--- config.mk ---
export PLATFORM = sky130hd
export DESIGN_NAME = adder32_cla
export DESIGN_NICKNAME = d
export VERILOG_FILES = /design/src/rtl/adder32_cla.sv
export SDC_FILE = /design/constraint.sdc
export NUM_CORES = 1
export LEC_CHECK = 0
export BUFFER_PORTS_ARGS = -buffer_cell sky130_fd_sc_hd__buf_4
export CORE_MARGIN = 2
export CORE_UTILIZATION = 50
export DETAILED_ROUTE_END_ITERATION = 16
export GPL_ROUTABILITY_DRIVEN = 0
export GPL_TIMING_DRIVEN = 0
export PLACE_DENSITY = 0.85
export SETUP_SLACK_MARGIN = 0.1
export SYNTH_ARGS = -nofsm -noshare
export SYNTH_HDL_FRONTEND = slang
export SYNTH_SLANG_ARGS = --single-unit
--- constraint.sdc ---
create_clock -name CLK -period 9.8 [get_ports CLK]
set_input_delay 0.49 -clock CLK [delete_from_list [all_inputs] [get_ports CLK]]
set_output_delay 0.49 -clock CLK [all_outputs]
set_load 0.02 [all_outputs]
--- src/rtl/adder32_cla.sv ---
// -----------------------------------------------------------------------------
// adder32_cla
//
// 32-bit two's-complement adder for PC increment and address/branch-target
// arithmetic. The sum and its flags are purely combinational, so a PC register
// can load PC + 4 in the same cycle. A registered copy of the sum and flags is
// also provided for downstream pipeline stages.
//
// The carry chain is a two-level carry-lookahead structure: eight 4-bit
// lookahead groups, plus a second-level unit that computes the carry into
// each group from the group generate/propagate terms and Cin.
//
// Ports
//   CLK      in   1   rising-edge clock (registered outputs only)
//   RST      in   1   synchronous active-high reset (registered outputs only)
//   A        in  32   operand A
//   B        in  32   operand B
//   Cin      in   1   carry-in (tie to 0 for a plain add)
//   En       in   1   capture enable for the registered outputs
//   OUT      out 32   combinational sum (A + B + Cin) mod 2^32
//   Cout     out  1   combinational carry out of bit 31
//   Ovf      out  1   combinational signed overflow
//   Zero     out  1   combinational flag, 1 when OUT == 0
//   OUT_Q    out 32   registered OUT
//   Flags_Q  out  3   registered {Cout, Ovf, Zero}
// -----------------------------------------------------------------------------
module adder32_cla #(
  parameter int WIDTH = 32,
  parameter int GROUP = 4
) (
  input  logic             CLK,
  input  logic             RST,
  input  logic [WIDTH-1:0] A,
  input  logic [WIDTH-1:0] B,
  input  logic             Cin,
  input  logic             En,
  output logic [WIDTH-1:0] OUT,
  output logic             Cout,
  output logic             Ovf,
  output logic             Zero,
  output logic [WIDTH-1:0] OUT_Q,
  output logic [2:0]       Flags_Q
);

  localparam int NGROUPS = WIDTH / GROUP;

  // Per-bit generate / propagate and the carry into every bit position.
  logic [WIDTH-1:0]   g;
  logic [WIDTH-1:0]   p;
  logic [WIDTH-1:0]   c;

  // Group generate / propagate and the carry into each group.
  logic [NGROUPS-1:0] grp_g;
  logic [NGROUPS-1:0] grp_p;
  logic [NGROUPS-1:0] grp_c;

  logic [WIDTH-1:0]   sum;
  logic               cout;
  logic               ovf;
  logic               zero;

  assign g = A & B;
  assign p = A ^ B;

  // ---------------------------------------------------------------------------
  // First level: 4-bit lookahead groups. Each internal carry is a flat
  // sum-of-products of the group's g/p bits and the group carry-in, so no carry
  // ripples bit to bit inside a group.
  // ---------------------------------------------------------------------------
  for (genvar k = 0; k < NGROUPS; k++) begin : g_grp
    localparam int B0 = k * GROUP;

    assign c[B0]   = grp_c[k];
    assign c[B0+1] = g[B0]
                   | (p[B0] & grp_c[k]);
    assign c[B0+2] = g[B0+1]
                   | (p[B0+1] & g[B0])
                   | (p[B0+1] & p[B0] & grp_c[k]);
    assign c[B0+3] = g[B0+2]
                   | (p[B0+2] & g[B0+1])
                   | (p[B0+2] & p[B0+1] & g[B0])
                   | (p[B0+2] & p[B0+1] & p[B0] & grp_c[k]);

    assign grp_g[k] = g[B0+3]
                    | (p[B0+3] & g[B0+2])
                    | (p[B0+3] & p[B0+2] & g[B0+1])
                    | (p[B0+3] & p[B0+2] & p[B0+1] & g[B0]);
    assign grp_p[k] = p[B0+3] & p[B0+2] & p[B0+1] & p[B0];
  end

  // ---------------------------------------------------------------------------
  // Second level: carry into group k expanded as
  //   OR_{j<k} ( grp_g[j] & AND_{j<m<k} grp_p[m] )  |  ( AND_{m<k} grp_p[m] & Cin )
  // The loops only unroll into that two-level AND-OR form; nothing here
  // depends on a previously computed group carry.
  // ---------------------------------------------------------------------------
  always_comb begin
    logic term;
    logic acc;
    grp_c    = '0;
    grp_c[0] = Cin;
    term     = 1'b0;
    acc      = 1'b0;
    for (int k = 1; k < NGROUPS; k++) begin
      term = Cin;
      for (int m = 0; m < k; m++) begin
        term = term & grp_p[m];
      end
      acc = term;
      for (int j = 0; j < k; j++) begin
        term = grp_g[j];
        for (int m = j + 1; m < k; m++) begin
          term = term & grp_p[m];
        end
        acc = acc | term;
      end
      grp_c[k] = acc;
    end
  end

  assign sum  = p ^ c;
  assign cout = grp_g[NGROUPS-1] | (grp_p[NGROUPS-1] & grp_c[NGROUPS-1]);
  assign ovf  = (A[WIDTH-1] == B[WIDTH-1]) && (sum[WIDTH-1] != A[WIDTH-1]);
  assign zero = ~|sum;

  assign OUT  = sum;
  assign Cout = cout;
  assign Ovf  = ovf;
  assign Zero = zero;

  // ---------------------------------------------------------------------------
  // Registered copy. The enable mux lives in the next-state logic; reset is
  // applied in the flop process and therefore overrides En.
  // ---------------------------------------------------------------------------
  logic [WIDTH-1:0] out_d;
  logic [WIDTH-1:0] out_q;
  logic [2:0]       flags_d;
  logic [2:0]       flags_q;

  always_comb begin
    out_d   = out_q;
    flags_d = flags_q;
    if (En) begin
      out_d   = sum;
      flags_d = {cout, ovf, zero};
    end
  end

  always_ff @(posedge CLK) begin
    if (RST) begin
      out_q   <= '0;
      flags_q <= 3'b000;
    end else begin
      out_q   <= out_d;
      flags_q <= flags_d;
    end
  end

  assign OUT_Q   = out_q;
  assign Flags_Q = flags_q;

endmodule

==> key figures <==
Status
  • Status: completed

Yosys
  • FF+latch count, synth: 35
  • Count leader, synth: nor2_1
  • Primary FF master, synth: dfxtp_1
  • Distinct cells, synth: 57
  • Number of synthesized flops with an enable pin: 0
  • Post-synthesis sequential area ratio: about a quarter
  • Async S/R FF share, synth: 0%
  • Area leader, netlist: dfxtp_1
  • Avg Cell Area, Syn: 8.261 um2
  • Post-synthesis cell area: between 2000 and 3000 um2
  • Post-Synthesis Cells: roughly 360
  • YS warnings: 0
  • Most instantiated cells after synthesis: nor2_1 (52), dfxtp_1 (35), ha_1 (32)
  • Area share of the largest cell type after synthesis: 23.89%
  • Area contributors post-synth: dfxtp_1 (24%), ha_1 (14%), mux2i_1 (6.8%)
  • Post-synth net total: 463

Place
  • Number of port buffers: around 140
  • Final HPWL DP: about 7500 um
  • Area after DPL: 4036 um2

STA
  • Setup Skew: 0 ns
  • Final setup fails: 0
  • Max_slew headroom: a little under two fifths
  • Hold Violations, Final: 0
  • Hold Slack: 0.4917 ns
  • Crit share post-route: around 67%
  • Slew @ Worst Pin: 0.9237 ns
  • Achievable frequency: ~150 MHz
  • Setup_tns: 0 ns
  • Tmin final: 6.533 ns
  • Final slew viol count: 0
  • Unrepaired setup endpoints after global routing: no

Clock network
  • # resized after CTS: 0
  • CTS HTree Levels: 2
  • CTS Buffer Depth: 2
  • Clk_lat worst skew: 0.29 ns
  • Root Driver: clkbuf_8
  • Num CTS Buffers: 5
  • Clk slew on worst S/H paths: roughly 0.07 ns
  • Setup bufs post-CTS: 0
  • Clk sinks: 35
  • # hold bufs at CTS: 0
  • TritonCTS clock tree: built

Drt
  • Final wirelength: around 9400 um
  • WL per Instance: between 15 and 20 um
  • Vias/cell: around 5.7
  • DRT iter0 DRCs: 163
  • Detail Route Antenna Nets: 0
  • DR DRC count: 0
  • Drt first pass iters: 6
  • Via count: 3249

Critical path
  • Startpoint Class: input pin
  • Reg-to-reg slack, setup: roughly 9.1 ns
  • CP Data Arrival Time: 6.04 ns
  • Worst endpoint required time: between 9 and 10 ns
  • Reg2Reg Launch Point: OUT_Q[9]
  • CP Class: in -> out
  • Worst setup EP type: output pin
  • Crit path to: Zero
  • CP startpoint: A[3]
  • Path depth of the worst reg2reg path: 2
  • Worst-path fanout max: 4
  • FF-to-FF End: OUT_Q[9]

Floorplanning
  • Initial Util: 52.62%
  • Die W: 80.59 um
  • Boundary Pins: between 100 and 150
  • DIE HEIGHT: just over 80 um
  • Die Area: between 6000 and 7000 um2
  • Core Rows: 27
  • CORE AREA: approximately 5600 um2

GRT
  • Vias in the first global route: just over 3000
  • GRT Residual Overflow: 0
  • GRT Total Usage: between 20 and 30%
  • First-pass GRT wire length: about 15000 um
  • Pin count of the biggest net entering global routing: 12
  • Initial antenna violation count: 0

Cells and area
  • Fillers: ~440
  • Final net count: between 600 and 700
  • Share of cells above drive strength 1: approximately 31%
  • Multi-input logic area: around 2100 um2
  • Final Util: 74.79%
  • Storage cell area: 700.7 um2
  • Design area: roughly 4200 um2
  • Antenna diodes: 0
  • Area growth, synth to finish: 42.15%

Worst hold path
  • Hold Path Stages: 2
  • HP Start: OUT_Q[30]
  • Hold crit path type: reg -> reg

Power and ir drop
  • Power Density: roughly 160 nW/um2
  • Peak VDD IR: ~0.00012 V
  • Pleak: ~2.1 nW

Job
  • Max-capacitance violation count: 0
[sequential cells by signal, indices dropped and copies added, names as in the netlist]
register,flops
OUT_Q,32
Flags_Q,3
[final cells by class]
cell class / instances / area share, %
Multi-Input combinational cell: 282 / 49.91
Clock buffer: 6 / 1.741
Sequential cell: 35 / 16.81
Buffer: 11 / 1.200
Tap cell: 72 / 2.161
Inverter: 27 / 2.431
Timing Repair Buffer: 135 / 24.31
Clock inverter: 2 / 1.441
[routing by layer]
| metal | global-route usage (%) | wire length, um |
|---|---|---|
| met3 | 4.382 | 678 |
| met2 | 48.83 | 4604 |
| met4 | 9.492 | 183 |
| met5 | 0 | 0 |
| met1 | 37.03 | 3896 |
[logic make-up after synthesis]
logic type | Yosys count | share of synthesized area [%]
adder cells (fa/ha/maj) | 40 | 19.11
flip-flops | 35 | 23.89
XOR/XNOR | 20 | 5.973
multiplexers | 20 | 6.826
AND/OR/NAND/NOR | 121 | 20.05
buffers and inverters | 38 | 5.162
AO/OA/AOI/OAI | 81 | 18.99
[stage by stage]
stage | cells | worst slack, ns | power (W)
after floorplan | 355 | 3.956 | 0.0003580
after global placement | 562 | 3.401 | 0.0004814
after detailed placement | 562 | 3.305 | 0.0004888
after CTS | 570 | 3.264 | 0.0006444
after global routing | 570 | 2.923 | 0.0006777
final | 570 | 3.267 | 0.0006492
[cells in the final DEF (no fill, tap or decap), types with 7 or more instances in the layout]
cell,count
buf_4,135
inv_1,27
nor2_1,52
o21ai_0,14
mux2i_1,20
nand2_1,20
clkbuf_1,10
a21oi_1,21
dfxtp_1,35
ha_1,32
xnor2_1,18
a21o_1,7
nand3_1,9
fa_1,8
a211oi_1,12
[worst max-delay path, cell delays in order]
cell	delay, ns
buf_4	0.11
ha_1	0.34
and2_1	0.20
a221o_1	0.35
o21ai_0	0.35
a211oi_1	0.15
o31ai_1	0.39
a32o_1	0.36
inv_1	0.08
fa_1	0.52
nor4_1	0.38
nand3_1	0.12
or4_1	0.47
or4b_1	0.51
or4_1	0.39
or4_1	0.45
nor3_1	0.19
buf_4	0.18
[report_power, final]
group	leakage (nW)	switching, W	internal [W]
clock	0.0654	0.0000557	0.000102
combinational	1.70	0.000189	0.000137
sequential	0.290	0.00000892	0.000158
total	2.06	0.000253	0.000396
[worst min path at each step]
stage	endpoint
6_report	OUT_Q[30]
3_5_place_dp	OUT_Q[30]
4_1_cts	OUT_Q[30]
3_3_place_gp	OUT_Q[30]
5_1_grt	OUT_Q[22]
2_1_floorplan	OUT_Q[30]
Power figures use the tool's default switching activity.
